[src/rtl/avr_pkg.sv]
// avr_pkg: opcode enum, SREG bit indices and decode patterns shared by the AVR core
package avr_pkg;
    typedef enum logic [3:0] {
        OP_ADD, OP_ADC, OP_SUB, OP_SUBI, OP_AND, OP_EOR, OP_OR,
        OP_MOV, OP_LDI, OP_INC, OP_DEC, OP_NOP, OP_ILL
    } op_t;
    localparam int SREG_C = 0;
    localparam int SREG_Z = 1;
    localparam int SREG_N = 2;
    localparam int SREG_V = 3;
    localparam int SREG_S = 4;
    localparam int SREG_H = 5;
    localparam logic [15:0] M_RR   = 16'hFC00;
    localparam logic [15:0] M_IMM  = 16'hF000;
    localparam logic [15:0] M_ONE  = 16'hFE0F;
    localparam logic [15:0] P_ADD  = 16'h0C00;
    localparam logic [15:0] P_ADC  = 16'h1C00;
    localparam logic [15:0] P_SUB  = 16'h1800;
    localparam logic [15:0] P_AND  = 16'h2000;
    localparam logic [15:0] P_EOR  = 16'h2400;
    localparam logic [15:0] P_OR   = 16'h2800;
    localparam logic [15:0] P_MOV  = 16'h2C00;
    localparam logic [15:0] P_LDI  = 16'hE000;
    localparam logic [15:0] P_SUBI = 16'h5000;
    localparam logic [15:0] P_INC  = 16'h9403;
    localparam logic [15:0] P_DEC  = 16'h940A;
    function automatic op_t decode(input logic [15:0] i);
        return i == 16'h0000        ? OP_NOP  :
               (i & M_RR)  == P_ADD ? OP_ADD  :
               (i & M_RR)  == P_ADC ? OP_ADC  :
               (i & M_RR)  == P_SUB ? OP_SUB  :
               (i & M_RR)  == P_AND ? OP_AND  :
               (i & M_RR)  == P_EOR ? OP_EOR  :
               (i & M_RR)  == P_OR  ? OP_OR   :
               (i & M_RR)  == P_MOV ? OP_MOV  :
               (i & M_IMM) == P_LDI ? OP_LDI  :
               (i & M_IMM) == P_SUBI ? OP_SUBI :
               (i & M_ONE) == P_INC ? OP_INC  :
               (i & M_ONE) == P_DEC ? OP_DEC  : OP_ILL;
    endfunction
endpackage

[src/rtl/avr_alu.sv]
// avr_alu: combinational AVR ALU producing the result and the next {H,S,V,N,Z,C} flags
module avr_alu
    import avr_pkg::*;
(
    input  logic       [3:0] op,
    input  logic       [7:0] a,
    input  logic       [7:0] b,
    input  logic             cin,
    input  logic             hin,
    output logic       [7:0] result,
    output logic       [7:0] flags
);
    logic       c_add;
    logic [8:0] sum;
    logic [8:0] dif;
    logic       c;
    logic       h;
    logic       v;
    always_comb begin
        c_add  = (op_t'(op) == OP_ADC) & cin;
        sum    = {1'b0, a} + {1'b0, b} + {8'd0, c_add};
        dif    = {1'b0, a} - {1'b0, b};
        result = a;
        c      = cin;
        h      = hin;
        v      = 1'b0;
        case (op_t'(op))
            OP_ADD, OP_ADC: begin
                result = sum[7:0];
                c      = sum[8];
                h      = (a[3] & b[3]) | (b[3] & ~sum[3]) | (~sum[3] & a[3]);
                v      = (a[7] == b[7]) && (sum[7] != a[7]);
            end
            OP_SUB, OP_SUBI: begin
                result = dif[7:0];
                c      = dif[8];
                h      = (~a[3] & b[3]) | (b[3] & dif[3]) | (dif[3] & ~a[3]);
                v      = (a[7] != b[7]) && (dif[7] != a[7]);
            end
            OP_AND: result = a & b;
            OP_EOR: result = a ^ b;
            OP_OR:  result = a | b;
            OP_MOV, OP_LDI: result = b;
            OP_INC: begin
                result = a + 8'd1;
                v      = result == 8'h80;
            end
            OP_DEC: begin
                result = a - 8'd1;
                v      = result == 8'h7F;
            end
            default: ;
        endcase
        flags = {2'b00, h, result[7] ^ v, v, result[7], result == 8'h00, c};
    end
endmodule

[src/rtl/avr_risc_core.sv]
// avr_risc_core: single-cycle AVR-subset core executing a 16-bit instruction stream on a 32x8 register file
module avr_risc_core
    import avr_pkg::*;
#(
    parameter logic [7:0] RESET_VAL = 8'h00
) (
    input  logic        clk,
    input  logic        reset,
    input  logic        instr_valid,
    input  logic [15:0] instr,
    output logic        wb_en,
    output logic [4:0]  wb_addr,
    output logic [7:0]  wb_data,
    output logic [7:0]  sreg,
    output logic        illegal
);
    logic [7:0] regs [32];
    op_t        op;
    logic       imm_fmt;
    logic [4:0] dst;
    logic [4:0] src;
    logic [7:0] a;
    logic [7:0] b;
    logic [7:0] res;
    logic [7:0] flags;
    logic       writes;
    logic       sets_flags;
    always_comb begin
        op         = decode(instr);
        imm_fmt    = op == OP_LDI || op == OP_SUBI;
        dst        = imm_fmt ? {1'b1, instr[7:4]} : instr[8:4];
        src        = {instr[9], instr[3:0]};
        a          = regs[dst];
        b          = imm_fmt ? {instr[11:8], instr[3:0]} : regs[src];
        writes     = op != OP_NOP && op != OP_ILL;
        sets_flags = writes && op != OP_MOV && op != OP_LDI;
    end
    avr_alu u_alu (
        .op     (op),
        .a      (a),
        .b      (b),
        .cin    (sreg[SREG_C]),
        .hin    (sreg[SREG_H]),
        .result (res),
        .flags  (flags)
    );
    // Operands are read combinationally before the edge, so Rd==Rr uses the pre-write value.
    always_ff @(posedge clk) begin
        if (reset) begin
            for (int i = 0; i < 32; i++) regs[i] <= RESET_VAL;
            sreg    <= 8'h00;
            wb_en   <= 1'b0;
            wb_addr <= 5'd0;
            wb_data <= 8'h00;
            illegal <= 1'b0;
        end else begin
            wb_en   <= 1'b0;
            illegal <= 1'b0;
            if (instr_valid) begin
                illegal <= op == OP_ILL;
                if (writes) begin
                    regs[dst] <= res;
                    wb_en     <= 1'b1;
                    wb_addr   <= dst;
                    wb_data   <= res;
                end
                if (sets_flags) sreg <= flags;
            end
        end
    end
endmodule

[config.mk]
export PLATFORM = sky130hd
export DESIGN_NAME = avr_risc_core
export DESIGN_NICKNAME = d
export VERILOG_FILES = /design/src/rtl/avr_pkg.sv /design/src/rtl/avr_alu.sv /design/src/rtl/avr_risc_core.sv
export SDC_FILE = /design/constraint.sdc
export NUM_CORES = 1
export LEC_CHECK = 0
export ABC_AREA = 0
export CAP_MARGIN = 20
export CORE_MARGIN = 4
export CORE_UTILIZATION = 48
export CTS_CLUSTER_SIZE = 10
export DETAILED_ROUTE_END_ITERATION = 6
export SETUP_SLACK_MARGIN = 0.5
export SLEW_MARGIN = 30
export SYNTH_ARGS = -nofsm -noshare
export SYNTH_HDL_FRONTEND = slang
export SYNTH_SLANG_ARGS = --single-unit
[constraint.sdc]
create_clock -name clk -period 8 [get_ports clk]
set_clock_uncertainty 0.1 [all_clocks]
set_input_delay 1.6 -clock clk [delete_from_list [all_inputs] [get_ports clk]]
set_output_delay 1.6 -clock clk [all_outputs]
set_load 0.1 [all_outputs]
==> results.cfg <==
[yosys]
synth_top_family_by_area = multiplexers
synth_compound_gate_area_share = 0.08089
yosysWarnings = 0
yosysTopAreaCell = edfxtp_1
synth_flop_cell = edfxtp_1
yosys.area.top_type_share = 0.4543
ys_ff_latch = 277
synth_cells = 1413
syn-cell-area_mm2 = 0.01692
synth.distinct_cells = 91
synth_xor_xnor_area_share = 0.004140
synthMuxAreaShare = 0.2047
synth.area.top_cells = edfxtp_1, mux4_2, nor2_1
yosys.area_share.simple = 0.1602
synth_enable_flop_cells = 256
synth-async-reset-ratio = 0
avgSynthCellArea_um2 = 11.98
synthAdderAreaFrac = 0.02425
ys_seq_area_frac = 0.4791

[flow_run]
drv_cap = 0

[clock_tree]
cts_setup_buffers = 0
clk_pin_slew_worst_paths_ns = 0.05
clock_path_buffers = 3
cts_max_level = 2
cts_sinks = 277
ctsResizeCount = 0
cts_root_buf = clkbuf_16
cts_tree = done
ctsHoldBuffers = 0
numCtsBuffers = 34
insertion_delay_ns = 0.52

[cells_and_area]
final_cell_mix = nor2_1, edfxtp_1, mux4_2
nets = 1493
layout.cells.non_filler = 1912
drive_gt1_frac = 0.2081
syn_to_final_growth_pct = 11.43
n_fill_cell = 2961
layout_commonest_cell = nor2_1
fin_area_mm2 = 0.01886

[global_route]
track_usage = 0.2841
grt_pass1_vias = 12420
antenna_found_initial = 1
grt_max_degree = 57
gr-total-overflow = 0
grt_pass1_wl_um = 81960

[pwr]
sequentialPowerShare = 0.425
vdd_drop_max_mv = 0.1592
p_clk_frac = 0.346
powerDensity_mw_per_mm2 = 207.7
internal-power_mw = 2.731
comb_power_share = 0.229
net-switching-power_mw = 1.186
p_leak_nw = 6.643
sw_frac_of_total = 0.3027

[drt]
drt_iter0_drc = 1506
wl_um = 55070
viasPerCell = 6.642
detail-route-antenna-nets = 0
drt_drc_violations_left = 0
num_vias = 12700
drtPass1Iterations = 5
avgRoutedWirePerCell_um = 28.80

[placed_design]
place.gp.congestion = 0.9809
dp_worst_setup_slack_ns = 0.5956
placed_cell_area_mm2 = 0.01792
port_buffers = 39
placedCellCount = 1862
dp_hpwl_um = 39040

[timing]
max_slew_margin = 0.3375
tightest_slew_ns = 0.9907
final_max_slew_viol_count = 0
setup-violations-final = 0
period_minus_slack_ns = 7.003
rsz0062_at_grt = false
fmax_mhz = 142.8
finalWorstSetupSlack_ns = 0.9975
tns_ns = 0
finalHoldViolCount = 0
fin_crit_sh = 0.8753

[floorplanning]
die_area_mm2 = 0.03832
core.rowCount = 68
initial_utilization = 0.4887
die_x_um = 195.8
die_y_um = 195.8
io_pins = 42
coreArea_mm2 = 0.03463

[critical_path]
crit_end = regs[28][6]$_SDFFCE_PN0P_
rr_startpoint = regs[28][3]$_SDFFCE_PN0P_
cp-start-kind = input pin
reg2reg_slack_ns = 2.50
r2r_end = regs[28][6]$_SDFFCE_PN0P_
cp-end-kind = flip-flop
critPathLaunch = instr[15]
reg2reg_depth = 16
cp_max_fo = 32
setup.worst_path.class = input pin to flip-flop
cp.arrival_ns = 7.15
cp_data_required_time_ns = 8.15

[min_path]
holdPathStages = 2
hp-class = flip-flop to flip-flop

[outcome]
status = completed
==> final cells by class <==
class / instances / area (µm²) / share of cell area
sequential: 277 / 8108 / 0.4300
tap: 455 / 569.3 / 0.03019
timing repair buffer: 113 / 1016 / 0.05388
clock buffer: 45 / 913.4 / 0.04844
inverter: 34 / 127.6 / 0.006768
antenna: 1 / 2.502 / 0.0001327
multi-input combinational: 983 / 8100 / 0.4296
clock inverter: 4 / 20.02 / 0.001062
==> routing by layer <==
| metal | vias to the layer above | wire, µm | global-route usage |
|---|---|---|---|
| li1 | 5413 | - | - |
| met1 | 6487 | 22010 | 0.3919 |
| met2 | 684 | 25990 | 0.4562 |
| met3 | 114 | 4983 | 0.05650 |
| met4 | 2 | 2080 | 0.09568 |
| met5 | - | 7 | 0 |
==> cells in the mapped netlist (28+ instances only) <==
| master | count |
|---|---|
| mux2i_1 | 38 |
| nand2_1 | 77 |
| nand2b_1 | 51 |
| mux4_2 | 130 |
| ha_1 | 28 |
| a21oi_1 | 34 |
| clkbuf_1 | 47 |
| edfxtp_1 | 256 |
| buf_2 | 37 |
| nor2_1 | 296 |
==> registers in the layout (all words and copies together) (netlist names) <==
register	cells
illegal	1
regs	256
sreg	6
wb_addr	5
wb_data	8
wb_en	1
==> per-stage QoR <==
stage / total power [mW] / hold WS [ns] / utilization
global placement: 2.568 / 0.3439 / 0.5174
detailed placement: 2.574 / 0.3517 / 0.5175
finish: 3.916 / 0.3598 / 0.5446
global route: 4.049 / 0.3857 / 0.5445
floorplan: 2.278 / 0.3499 / -
CTS: 3.917 / 0.3620 / 0.5445
==> worst min path at each step <==
stage,from,endpoint
floorplan,sreg[0]$_SDFFE_PP0P_,sreg[0]$_SDFFE_PP0P_
global placement,wb_addr[0]$_SDFFE_PP0P_,wb_addr[0]$_SDFFE_PP0P_
detailed placement,wb_addr[0]$_SDFFE_PP0P_,wb_addr[0]$_SDFFE_PP0P_
CTS,wb_addr[0]$_SDFFE_PP0P_,wb_addr[0]$_SDFFE_PP0P_
global route,wb_addr[1]$_SDFFE_PP0P_,wb_addr[1]$_SDFFE_PP0P_
finish,wb_addr[1]$_SDFFE_PP0P_,wb_addr[1]$_SDFFE_PP0P_
==> power groups by stage <==
| stage | Sequential [mW] | Clock [mW] | Combinational, mW |
|---|---|---|---|
| after global routing | 1.67 | 1.43 | 0.948 |
| final | 1.66 | 1.36 | 0.896 |
| after detailed placement | 1.69 | 0 | 0.883 |
| after floorplan | 1.72 | 0 | 0.559 |
| after global placement | 1.69 | 0 | 0.879 |
| after CTS | 1.66 | 1.37 | 0.886 |
==> critical path, stage by stage <==
cell and delay, ns:
clkdlybuf4s50_1 0.86, nand4bb_1 0.22, buf_4 0.22, nand3_1 0.37, buf_4 0.33, a2111oi_4 0.26, a31o_2 0.19, ha_1 0.24
nand2b_1 0.16, ha_1 0.17, o21bai_1 0.08, a21oi_1 0.14, nor2_1 0.10, o31ai_1 0.41, or2_2 0.20, a21oi_1 0.06
a2111oi_0 0.52, o2111a_1 0.34, or2_2 0.14, buf_4 0.44, nor2_1 0.08
==> cells by family after synthesis <==
| group | count (synthesis) |
|---|---|
| other cells | 1 |
| flops | 277 |
| mux | 178 |
| buf+inv | 154 |
| fa+ha+maj | 31 |
| compound gates | 190 |
| xor+xnor | 8 |
| simple gates | 574 |
Note: power is estimated with default switching activity, not from simulation.
